**src/rtl/booth_pkg.sv**
```systemverilog
// booth_pkg: shared constants and types for the Booth multiplier readout
// path. It provides the default datapath word width, the product width, the
// product collector state encoding and a signed product type.
package booth_pkg;

    // Width of one datapath output word (A or X register).
    localparam int WORD_W = 5;

    // A product is the {A, X} register pair.
    localparam int PROD_W = 2 * WORD_W;

    // Pair-assembly state. In WAIT_LO the collector expects the X (low)
    // word. In WAIT_HI it holds a low word and expects the A (high) word.
    typedef enum logic [0:0] {
        WAIT_LO = 1'b0,
        WAIT_HI = 1'b1
    } coll_state_e;

    // Two's-complement product of the default-width datapath.
    typedef logic signed [PROD_W-1:0] prod_t;

endpackage

```
**src/rtl/booth_prod_fifo.sv**
```systemverilog
// booth_prod_fifo: first-word-fall-through FIFO for assembled products.
// The head entry is always visible on head_data.
//
// Ports
//   clk, rst   : rising-edge clock and synchronous active-low reset
//   push_req   : request to write push_data
//   push_data  : entry to write
//   pop_req    : request to drop the head entry; ignored when empty
//   full       : count == DEPTH
//   empty      : count == 0
//   count      : current occupancy
//   head_data  : oldest entry, read combinationally from storage
//   push_acc   : push_req was accepted this cycle
//
// When the FIFO is full, a push that coincides with a pop is still accepted,
// because the pop frees the slot on the same edge.
module booth_prod_fifo #(
    parameter int DATA_W = booth_pkg::PROD_W,
    parameter int DEPTH  = 4,
    localparam int PTR_W = $clog2(DEPTH),
    localparam int CNT_W = $clog2(DEPTH) + 1
) (
    input  logic              clk,
    input  logic              rst,
    input  logic              push_req,
    input  logic [DATA_W-1:0] push_data,
    input  logic              pop_req,
    output logic              full,
    output logic              empty,
    output logic [CNT_W-1:0]  count,
    output logic [DATA_W-1:0] head_data,
    output logic              push_acc
);

    logic [DATA_W-1:0] mem_r [DEPTH];
    logic [PTR_W-1:0]  wr_ptr_r;
    logic [PTR_W-1:0]  rd_ptr_r;
    logic [CNT_W-1:0]  count_r;
    logic              pop_acc_s;
    logic              push_acc_s;
    logic              full_s;
    logic              empty_s;

    // Accept/reject decisions for this cycle's push and pop.
    always_comb begin
        full_s     = (count_r == CNT_W'(DEPTH));
        empty_s    = (count_r == {CNT_W{1'b0}});
        pop_acc_s  = pop_req & ~empty_s;
        push_acc_s = push_req & (~full_s | pop_acc_s);
    end

    // Storage and pointers. The pointers wrap naturally because DEPTH is a
    // power of two.
    always_ff @(posedge clk) begin
        if (!rst) begin
            for (int i = 0; i < DEPTH; i++) begin
                mem_r[i] <= {DATA_W{1'b0}};
            end
            wr_ptr_r <= {PTR_W{1'b0}};
            rd_ptr_r <= {PTR_W{1'b0}};
        end else begin
            if (push_acc_s) begin
                mem_r[wr_ptr_r] <= push_data;
                wr_ptr_r        <= wr_ptr_r + PTR_W'(1);
            end
            if (pop_acc_s) begin
                rd_ptr_r <= rd_ptr_r + PTR_W'(1);
            end
        end
    end

    // Occupancy counter. It is unchanged when a push and a pop coincide.
    always_ff @(posedge clk) begin
        if (!rst) begin
            count_r <= {CNT_W{1'b0}};
        end else begin
            case ({push_acc_s, pop_acc_s})
                2'b10:   count_r <= count_r + CNT_W'(1);
                2'b01:   count_r <= count_r - CNT_W'(1);
                default: count_r <= count_r;
            endcase
        end
    end

    assign full      = full_s;
    assign empty     = empty_s;
    assign count     = count_r;
    assign head_data = mem_r[rd_ptr_r];
    assign push_acc  = push_acc_s;

endmodule

```
**src/rtl/booth_product_collector.sv**
```systemverilog
// booth_product_collector: reassembles the serialized X (low) and A (high)
// result words of the Booth multiplier into 10-bit signed products. It
// buffers the products in a FWFT FIFO and hands them out with valid/ready.
//
// Ports
//   clk, rst   : rising-edge clock and synchronous active-low reset
//   word_in    : datapath data_out
//   word_vld   : word_in is valid this cycle
//   word_hi    : 1 = high (A) word, 0 = low (X) word
//   full       : FIFO full; the controller must hold off readout
//   prod_data  : head product {hi, lo}
//   prod_valid : FIFO not empty
//   prod_ready : consumer accepts the head product
//   count      : FIFO occupancy
//   seq_err    : sticky, set when the word order is violated
//   ovf_err    : sticky, set when a push is attempted while full
//
// Optional build macro BOOTH_COLLECTOR_ACC_EN adds:
//   acc_clr    : zero the accumulator; takes priority over an add
//   acc_out    : running signed sum of accepted products, modulo 2^ACC_W
module booth_product_collector
    import booth_pkg::*;
#(
    parameter int WORD_W     = booth_pkg::WORD_W,
    parameter int FIFO_DEPTH = 4
`ifdef BOOTH_COLLECTOR_ACC_EN
    ,
    parameter int ACC_W      = 16
`endif
) (
    input  logic                          clk,
    input  logic                          rst,
    input  logic [WORD_W-1:0]             word_in,
    input  logic                          word_vld,
    input  logic                          word_hi,
    output logic                          full,
    output logic [2*WORD_W-1:0]           prod_data,
    output logic                          prod_valid,
    input  logic                          prod_ready,
    output logic [$clog2(FIFO_DEPTH):0]   count,
    output logic                          seq_err,
    output logic                          ovf_err
`ifdef BOOTH_COLLECTOR_ACC_EN
    ,
    input  logic                          acc_clr,
    output logic signed [ACC_W-1:0]       acc_out
`endif
);

    localparam int PRD_W = 2 * WORD_W;

    coll_state_e       state_r;
    coll_state_e       state_nxt_s;
    logic [WORD_W-1:0] lo_r;
    logic [WORD_W-1:0] lo_nxt_s;
    logic              push_req_s;
    logic              push_acc_s;
    logic              seq_set_s;
    logic              ovf_set_s;
    logic              empty_s;
    logic [PRD_W-1:0]  push_data_s;
    logic              seq_err_r;
    logic              ovf_err_r;

    // Pair-assembly next state. A word that arrives out of order is either
    // dropped (high word while waiting for low) or replaces the held low
    // word (low word while waiting for high). Both cases flag seq_err.
    always_comb begin
        state_nxt_s = state_r;
        lo_nxt_s    = lo_r;
        push_req_s  = 1'b0;
        seq_set_s   = 1'b0;
        case (state_r)
            WAIT_LO: begin
                if (word_vld) begin
                    if (word_hi) begin
                        seq_set_s = 1'b1;
                    end else begin
                        lo_nxt_s    = word_in;
                        state_nxt_s = WAIT_HI;
                    end
                end else begin
                    state_nxt_s = WAIT_LO;
                end
            end
            WAIT_HI: begin
                if (word_vld) begin
                    if (word_hi) begin
                        push_req_s  = 1'b1;
                        state_nxt_s = WAIT_LO;
                    end else begin
                        lo_nxt_s  = word_in;
                        seq_set_s = 1'b1;
                    end
                end else begin
                    state_nxt_s = WAIT_HI;
                end
            end
            default: begin
                state_nxt_s = WAIT_LO;
            end
        endcase
    end

    // A push that the FIFO refuses is an overflow.
    always_comb begin
        push_data_s = {word_in, lo_r};
        ovf_set_s   = push_req_s & ~push_acc_s;
    end

    // FSM state and the held low word.
    always_ff @(posedge clk) begin
        if (!rst) begin
            state_r <= WAIT_LO;
            lo_r    <= {WORD_W{1'b0}};
        end else begin
            state_r <= state_nxt_s;
            lo_r    <= lo_nxt_s;
        end
    end

    // Sticky error flags. Only reset clears them.
    always_ff @(posedge clk) begin
        if (!rst) begin
            seq_err_r <= 1'b0;
            ovf_err_r <= 1'b0;
        end else begin
            seq_err_r <= seq_err_r | seq_set_s;
            ovf_err_r <= ovf_err_r | ovf_set_s;
        end
    end

    booth_prod_fifo #(
        .DATA_W (PRD_W),
        .DEPTH  (FIFO_DEPTH)
    ) u_fifo (
        .clk       (clk),
        .rst       (rst),
        .push_req  (push_req_s),
        .push_data (push_data_s),
        .pop_req   (prod_ready),
        .full      (full),
        .empty     (empty_s),
        .count     (count),
        .head_data (prod_data),
        .push_acc  (push_acc_s)
    );

    assign prod_valid = ~empty_s;
    assign seq_err    = seq_err_r;
    assign ovf_err    = ovf_err_r;

`ifdef BOOTH_COLLECTOR_ACC_EN
    logic signed [PRD_W-1:0] prod_signed_s;
    logic signed [ACC_W-1:0] acc_r;

    assign prod_signed_s = signed'(push_data_s);

    // Running sum of accepted products. The product is sign-extended to
    // ACC_W, and the sum wraps modulo 2^ACC_W.
    always_ff @(posedge clk) begin
        if (!rst) begin
            acc_r <= {ACC_W{1'b0}};
        end else if (acc_clr) begin
            acc_r <= {ACC_W{1'b0}};
        end else if (push_acc_s) begin
            acc_r <= acc_r + ACC_W'(prod_signed_s);
        end else begin
            acc_r <= acc_r;
        end
    end

    assign acc_out = acc_r;
`endif

endmodule

```
**config.mk**
```make
export PLATFORM = sky130hd
export DESIGN_NAME = booth_product_collector
export DESIGN_NICKNAME = d
export VERILOG_FILES = /design/src/rtl/booth_pkg.sv /design/src/rtl/booth_prod_fifo.sv /design/src/rtl/booth_product_collector.sv
export SDC_FILE = /design/constraint.sdc
export NUM_CORES = 1
export LEC_CHECK = 0
export CORE_ASPECT_RATIO = 1.75
export CORE_MARGIN = 4
export CORE_UTILIZATION = 45
export DETAILED_ROUTE_END_ITERATION = 10
export GPL_TIMING_DRIVEN = 0
export PLACE_DENSITY = 0.76
export SYNTH_ARGS = -nofsm -noshare
export SYNTH_HDL_FRONTEND = slang
export SYNTH_SLANG_ARGS = --single-unit
```
**constraint.sdc**
```tcl
create_clock -name clk -period 2.45 [get_ports clk]
set_input_delay 0.49 -clock clk [delete_from_list [all_inputs] [get_ports clk]]
set_output_delay 0.49 -clock clk [all_outputs]
set_load 0.02 [all_outputs]
```
-- Word-level counts from Yosys, hierarchy flattened
Memory sizes are Yosys's and may differ from the RTL's. A register that Yosys moved wholly into a read port is not among the register bits.
Cells that the tools add are included.
- reductions and logical operators: 4
- bitwise logic cells: 11
- multiplexer cells: 20
- add/sub/neg operators: 4
- equality and inequality tests: 3
- operator list (cell ; number):
    $mux 1 ; 11
    $mux 10 ; 1
    $mux 5 ; 2
    $reduce_or 10->1 ; 1
    $mux 2 ; 3
    $pmux 3 s2 ; 1
    $not 1->1 ; 5
    $add 2x1->2 const B ; 2
    $pmux 1 s2 ; 2
    $add 3x1->3 const B ; 1
    $and 1x1->1 ; 3
    $eq 3x3->1 const B ; 1
    $logic_not 3->1 ; 1
    $or 1x1->1 ; 3
    $sub 3x1->3 const B ; 1
    $eq 2x1->1 const B ; 1
    $eq 2x2->1 const B ; 1
    $reduce_and 2->1 ; 1
    $reduce_bool 2->1 ; 1
- register bits: 15
- memory bits (writable): 40
- input bits: 10
- logic and storage cells: 50
- memories: 1
- memory list (name ; depth ; bits a word ; rd ports ; clocked after memory_dff ; wr ports ; RTL line ; RTL):
    u_fifo.mem_r ; 4 ; 10 ; 1 ; 1 ; 4 ; booth_prod_fifo.sv:35 ; logic [DATA_W-1:0] mem_r [DEPTH];

-- Longest topological paths before layout
Gate-level depths: netlist (run 1).
- depth after elaboration: 10
- depth in mapped cells: 6
- mapped depth without buffers: 6

-- Cells and area by module
A second synthesis (run 1) with hierarchy kept.
- cell total of the unflattened synthesis: 178
- area total of the unflattened synthesis: 2509.9 sq um
- modules (own cells, without submodules) (module ; area each (sq um) ; seq. area each (sq um) ; times used ; cells each):
    booth_prod_fifo ; 2183.3 ; 1381.3 ; 1 ; 149
    booth_product_collector ; 326.6 ; 160.2 ; 1 ; 29

-- Worst setup path before layout (run 1)
Ideal clock, no wire load.
- kind: flip-flop to flip-flop
- start point: register u_fifo.count_r[1] (netlist: u_fifo.count[1])
- end point: register u_fifo.count_r[2] (netlist: u_fifo.count[2])
- buffers on the path: 0
- path slack: 249 ps
- cell stages (with the launch flop): 7
- data arrival time: 2081 ps
- period minus slack after synthesis: 2201 ps
- required time: 2330 ps
- setup time: 120 ps
- cell sequence: dfxtp_1 o31a_1 nand2_1 fa_1 or3_1 and3_1 o31a_1
- word-level cells in the longest chain between the ends: 7
- elaborated cells on any way between the ends: 13
- RTL lines (element ; RTL line ; RTL):
    from (decl) ; booth_prod_fifo.sv:38 ; logic [CNT_W-1:0] count_r;
    from (signal assigned) ; booth_prod_fifo.sv:75 ; count_r <= {CNT_W{1'b0}};
    from (signal assigned) ; booth_prod_fifo.sv:78 ; 2'b10: count_r <= count_r + CNT_W'(1);
    from (signal assigned) ; booth_prod_fifo.sv:79 ; 2'b01: count_r <= count_r - CNT_W'(1);
    $logic_not 3->1 ; booth_prod_fifo.sv:47 ; empty_s = (count_r == {CNT_W{1'b0}});
    $not 1->1 ; booth_prod_fifo.sv:48 ; pop_acc_s = pop_req & ~empty_s;
    $and 1x1->1 ; booth_prod_fifo.sv:48 ;
    $or 1x1->1 ; booth_prod_fifo.sv:49 ; push_acc_s = push_req & (~full_s | pop_acc_s);
    $and 1x1->1 ; booth_prod_fifo.sv:49 ;
    $eq 2x1->1 / $eq 2x2->1 (equally long branches) ; booth_prod_fifo.sv:77 ; case ({push_acc_s, pop_acc_s})
    $pmux 3 s2 / $reduce_bool 2->1 (equally long branches) ; -- ;
Parallel ways exist; a longest one is shown, timed or not.
A chain may end at the register's enable or synchronous reset.

-- Worst setup path in the final report (run 1)
- start point: input prod_ready
- end point: register u_fifo.count_r[2] (netlist: u_fifo.count[2])
- word-level cells in the longest chain between the ends: 5
- elaborated cells on any way between the ends: 7
- RTL lines (element ; RTL line ; RTL):
    from (decl) ; booth_product_collector.sv:39 ; input logic prod_ready,
    $and 1x1->1 * ; booth_prod_fifo.sv:48 ;
    $or 1x1->1 ; booth_prod_fifo.sv:49 ;
    $and 1x1->1 ; booth_prod_fifo.sv:49 ;
    $eq 2x1->1 / $eq 2x2->1 (equally long branches) ; booth_prod_fifo.sv:77 ;
    $pmux 3 s2 / $reduce_bool 2->1 (equally long branches) ; -- ;
    to (signal assigned) ; booth_prod_fifo.sv:78 ;
    to (signal assigned) ; booth_prod_fifo.sv:79 ;
    to (signal assigned) ; booth_prod_fifo.sv:80 ; default: count_r <= count_r;
Mark *: on every way between the ends. The rest lies on a longest branch, timed or not.

==> impl_results.md, run 1 <==
- Routed Antenna Nets: 0
- CTS root buffer: clkbuf_8
- Final Core Density: 58.2%
- Clock skew: 0.00761 ns
- GPL Wtd Cong: 0.722
- Worst min path class: reg -> reg
- Cell count after synthesis: 179
- Status: finished clean
- CTS tree: yes
- Initial antenna violation count: 0
- FFs w/ async S/R, synth: 0%
- Vias per inst: 5.07
- Clock power frac: 36.2%
- Power Density: 714 nW/um^2
- Setup violators final: 0
- Diodes inserted: 0
- Library cells used by synthesis: 34
- Share of cells above drive strength 1: 15.6%
- MaxCap Viol Count: 0
- Vias: 1512
- Cell taking the most area after synthesis: edfxtp_1
- Avg Cell Area, Syn: 14.1 sq um
- Req. time, crit path: 2.67 ns
- Placed cell area: 2910 sq um
- Yosys warnings: 0
- Synth top area cells: edfxtp_1 (48%), dfxtp_1 (13%), mux4_2 (8.9%)
- Worst EP arrival: 2.60 ns
- Synth cell count leaders: edfxtp_1 (40), and2_1 (35), dfxtp_1 (17)
- FMAX: 420 MHz
- Final Hold Viols: 0
- TritonCTS buffer count: 9
- Syn nets: 190
- Die Area: 6920 sq um
- First drt pass iteration count: 4
- Relative slew slack: 36.2%
- Hold_sp: ovf_err
- Routed met2 length: 2670 um
- DRC: 0
- Vias in the first global route: 1590
- Hpwl dp: 3380 um
- Clock buffer depth: 2
- Most frequent cell after synthesis: edfxtp_1
- Die Y: 107 um
- Worst skew pair latency: 0.33 ns
- Clock Pin Slew Worst Setup and Hold Paths: 0.06 ns
- Max rail drop VDD: 0.406 mV
- Synth Flop Type: edfxtp_1
- Total gr overflow: 0
- Element type at the critical path start: input port
- CP endpoint kind: flop
- # rows: 35
- Sequential share of the synthesized area: 61.1%
- Top Metal Used: met4
- Critical path type: in -> reg
- Port Buffers: 26
- Leak pwr: 1.24 nW
- Post-Syn Area: 2520 sq um
- Hold_buf cts: 0
- Worst-Margin Slew: 0.951 ns
- Worst slack, placed: -0.625 ns
- TNS Setup: 0 ns
- Hold_ws: 0.467 ns
- EDFF count, synth: 40
- CP max FO: 5
- Iteration-0 DRC Markers: 40
- M1 wire length: 1830 um
- Net Sw Frac: 23.9%
- Metal3 WL: 148 um
- CORE AREA: 5340 sq um
- DR WL/cell: 16.0 um
- Initial Util: 47.3%
- Internal: 1.69 mW
- Critical Path Start: prod_ready
- Switching power: 529 uW
- Die Width: 64.6 um
- Combinational Power Share: 14.0%
- Htree depth: 3
- Max Transition Viols Final: 0
- Final Cell Area: 3110 sq um
- Reg2reg start: u_fifo.count[1]
- # IOs: 27
- Global-route wire length before repair: 7990 um
- Fin nets: 230
- Fillers: 476
- CTS Sinks: 57
- Flop pwr share: 49.8%
- Layout area overhead: 23.1%
- Top cell type's share of synthesized area: 47.6%
- Largest net degree at the start of global routing: 11
- Tmin final: 2.38 ns
- Gr usage total: 15.9%
- Drt total wl: 4760 um
- Period Utilization, post-route: 97.2%
- Number of register bits inferred by synthesis: 57
- Worst setup margin: 0.0683 ns
==> through the flow <==
step                      cells  power, mW
after global placement      279       1.43
after floorplan             179       1.31
after CTS                   298       2.24
after detailed placement    282       1.44
final                       298       2.22
after global routing        298       2.32
==> worst max-delay path: stages <==
cell	delay, ns
clkdlybuf4s50_1	0.54
o31a_1	0.18
nand2_1	0.08
fa_1	0.43
or3_1	0.41
and3_1	0.19
o31a_1	0.28
==> cells by family after synthesis <==
group                    count (synthesis)  synth area share (%)
multiplexers                            17                  11.7
adder cells (fa/ha/maj)                  1                 0.793
XOR/XNOR                                 5                  1.73
AO/OA/AOI/OAI                           12                  3.32
buffers and inverters                   10                  1.83
flip-flops                              57                  61.1
AND/OR/NAND/NOR                         77                  19.6
==> power groups by stage <==
stage | combinational [mW] | clock [mW] | sequential, mW
after floorplan | 0.184 | 0 | 1.12
after global placement | 0.308 | 0 | 1.12
after detailed placement | 0.317 | 0 | 1.12
after CTS | 0.318 | 0.816 | 1.11
after global routing | 0.336 | 0.873 | 1.11
final | 0.310 | 0.804 | 1.11
==> routing by layer <==
metal,track usage [%],up-vias
li1,-,739
met1,16.3,740
met2,28.5,26
met3,4.82,7
met4,8.17,0
met5,0,-
==> state kept, by name (all words and copies together), names as in the netlist, named ones only <==
register and cells:
lo_r 5, ovf_err 1, seq_err 1, u_fifo.count 3, u_fifo.mem_r 40, u_fifo.rd_ptr_r 2, u_fifo.wr_ptr_r 2
==> worst paths after layout <==
check | to | slack (ns) | cells past startpoint
setup / recovery | u_fifo.count[2] | 0.07 | 7
hold reg to reg | ovf_err | 0.47 | 1
hold / removal | ovf_err | 0.47 | 1
setup reg to reg | u_fifo.count[2] | 0.27 | 6
==> what timing repair did <==
item / CTS / global route
resized for setup: 7 / 7
buffers inserted: 1 / 0
endpoints found under the setup margin: 21 / 7
gates cloned: 0 / 0
==> layout make-up <==
type                            count  area, sq um  share of cell area (%)
Sequential cell                    57         1540                    49.6
Multi-Input combinational cell    112          947                    30.5
Timing Repair Buffer               30          300                    9.66
Clock buffer                       11          131                    4.23
Tap cell                           74         92.6                    2.98
Clock inverter                      5         46.3                    1.49
Buffer                              6         37.5                    1.21
Inverter                            3         11.3                   0.362
==> cells in the final DEF (no fill, tap or decap), types with 2 or more instances in the layout <==
cell type,n
nand2_1,7
edfxtp_1,40
dlygate4sd2_1,4
or3_1,2
mux4_2,10
buf_4,4
nor2b_1,7
clkbuf_1,5
xor2_1,2
xnor2_1,3
o31a_1,2
and3_1,13
nand3_1,3
o21ai_1,3
mux2i_1,7
buf_6,2
inv_1,3
and2_1,35
clkbuf_8,9
o21a_1,2
dfxtp_1,17
dlymetal6s2s_1,6
clkinv_1,3
a21oi_1,2
clkdlybuf4s50_1,16
Power figures use the tool's default switching activity.
==> run 2, diff against run 1 <==
==> constraint.sdc (replaced) <==
create_clock -name clk -period 2.95 [get_ports clk]
set_input_delay 0.59 -clock clk [delete_from_list [all_inputs] [get_ports clk]]
set_output_delay 0.59 -clock clk [all_outputs]
set_load 0.02 [all_outputs]
==> run 2 against run 1 <==
  * Register-to-register slack improved by 0.39 ns
  * Critical endpoint is now prod_data[4]
  * Sequential share of layout area increased by 0.40 points
  * Final area decreased by 0.81%
  * First-iteration DRC count increased by 7.5%
  * Die area unchanged
  * Critical path depth decreased by 4
  * Global-route usage about the same
==> impl_results.md, run 2 (synthesis results as in run 1) <==
- Period Utilization, post-route: 90.9%
- GPL Wtd Cong: 0.722
- Leak pwr: 1.15 nW
- Die Y: 107 um
- CP peak stage delay: 0.56 ns
- CP endpoint kind: output port
- Max Transition Viols Final: 0
- Element type at the critical path start: flop
- Setup slack, reg-to-reg: 0.66 ns
- Biggest register: u_fifo.mem_r
- TNS Setup: 0 ns
- Die Width: 64.6 um
- CTS tree: yes
- Fillers: 482
- CP max stage cell: mux4_2
- Initial Util: 47.3%
- Total gr overflow: 0
- Vias in the first global route: 1586
- CP max FO: 10
- Worst-Margin Slew: 0.926 ns
- Commonest cells after routing, fill and taps aside: edfxtp_1 (40), and2_1 (35), clkdlybuf4s50_1 (26)
- RSZ-0062 raised after global routing: false
- Port Buffers: 26
- Layout area overhead: 22.1%
- Hold_sp: ovf_err
- Post-cts resize count: 0
- CTS root buffer: clkbuf_8
- Global-route wire length before repair: 8010 um
- Hold Path Depth: 1
- Worst Hold Endpoint: ovf_err
- Initial antenna violation count: 0
- Hold_ws: 0.467 ns
- R2r worst-path depth: 6
- Htree depth: 3
- Hold_buf cts: 0
- FMAX: 373 MHz
- Drt total wl: 4720 um
- CP cell instances: buf_2 -> mux4_2 -> clkdlybuf4s50_1
- Routed Antenna Nets: 0
- TritonCTS buffer count: 9
- Clock buffer depth: 2
- Share of cells above drive strength 1: 14.7%
- Worst slack, placed: -0.225 ns
- # rows: 35
- DRC: 0
- Reg2reg start: u_fifo.count[1]
- CTS Sinks: 57
- Max rail drop VDD: 0.335 mV
- DR WL/cell: 15.9 um
- Commonest non-fill, non-tap cell in the layout: edfxtp_1
- Relative slew slack: 37.8%
- Hpwl dp: 3380 um
- First drt pass iteration count: 4
- Final Core Density: 57.7%
- Clock skew: 0.00792 ns
- Reg-to-reg endpoint: u_fifo.count[2]
- Max reg flops: 40
- Final Cell Area: 3080 sq um
- Largest net degree at the start of global routing: 11
- Gr usage total: 15.9%
- Worst EP arrival: 2.09 ns
- Worst min path class: reg -> reg
- Req. time, crit path: 2.36 ns
- Status: finished clean
- MaxCap Viol Count: 0
- Vias per inst: 5.05
- Diodes inserted: 0
- Crit path buf inv count: 2
- Die Area: 6920 sq um
- Placed cell area: 2910 sq um
- Fin nets: 230
- CP top delay family: buffers and inverters
- Vias: 1506
- Clock Pin Slew Worst Setup and Hold Paths: 0.06 ns
- Final Hold Viols: 0
- Iteration-0 DRC Markers: 43
- Worst setup margin: 0.269 ns
- Critical path type: reg -> out
- # IOs: 27
- Worst skew pair latency: 0.33 ns
- Setup violators final: 0
- Power Density: 598 nW/um^2
- Postcts setup bufs: 0
- CORE AREA: 5340 sq um
- Tmin final: 2.68 ns
## run 2: cell types whose count changed in the layout (fill, tap and decap cells not counted)
cell,change
clkdlybuf4s50_1,+10
buf_2,+1
nand3_2,-1
nand3_1,+1
buf_4,-1
dlymetal6s2s_1,-6
buf_1,+1
buf_6,-1
dlygate4sd2_1,-4
## run 2: worst max path at each step
stage | to | cells after the start | start
6_report | prod_data[4] | 3 | flop
5_1_grt | prod_data[7] | 3 | flop
4_1_cts | u_fifo.mem_r[3][5] | 4 | word_vld
3_5_place_dp | u_fifo.mem_r[3][5] | 4 | word_vld
3_3_place_gp | u_fifo.mem_r[0][9] | 4 | word_vld
2_1_floorplan | u_fifo.count[2] | 6 | prod_ready
## run 2: area by class of cell
cell class | instances | area [sq um] | share of cell area, %
clock inverter | 5 | 46.3 | 1.50
clock buffer | 11 | 131 | 4.26
sequential | 57 | 1540 | 50.0
buffer | 7 | 35.0 | 1.14
tap | 74 | 92.6 | 3.00
multi-input combinational | 112 | 942 | 30.6
timing repair buffer | 29 | 283 | 9.17
inverter | 3 | 11.3 | 0.365
## run 2: stage by stage
stage / cells / total power [mW]
after CTS: 298 / 1.86
after global placement: 279 / 1.19
after global routing: 298 / 1.93
final: 298 / 1.84
after detailed placement: 282 / 1.20
after floorplan: 179 / 1.09
## run 2: where the power goes
part,switching (mW),internal (mW)
clock network,0.288,0.380
logic,0.127,0.133
registers,0.0237,0.892
total,0.439,1.40
## run 2: layer usage
| layer | track usage, % | up-vias | wire length [um] |
|---|---|---|---|
| met5 | 0 | - | 0 |
| li1 | - | 737 | - |
| met2 | 28.6 | 29 | 2630 |
| met4 | 8.17 | 0 | 109 |
| met1 | 16.3 | 733 | 1840 |
| met3 | 4.82 | 7 | 143 |
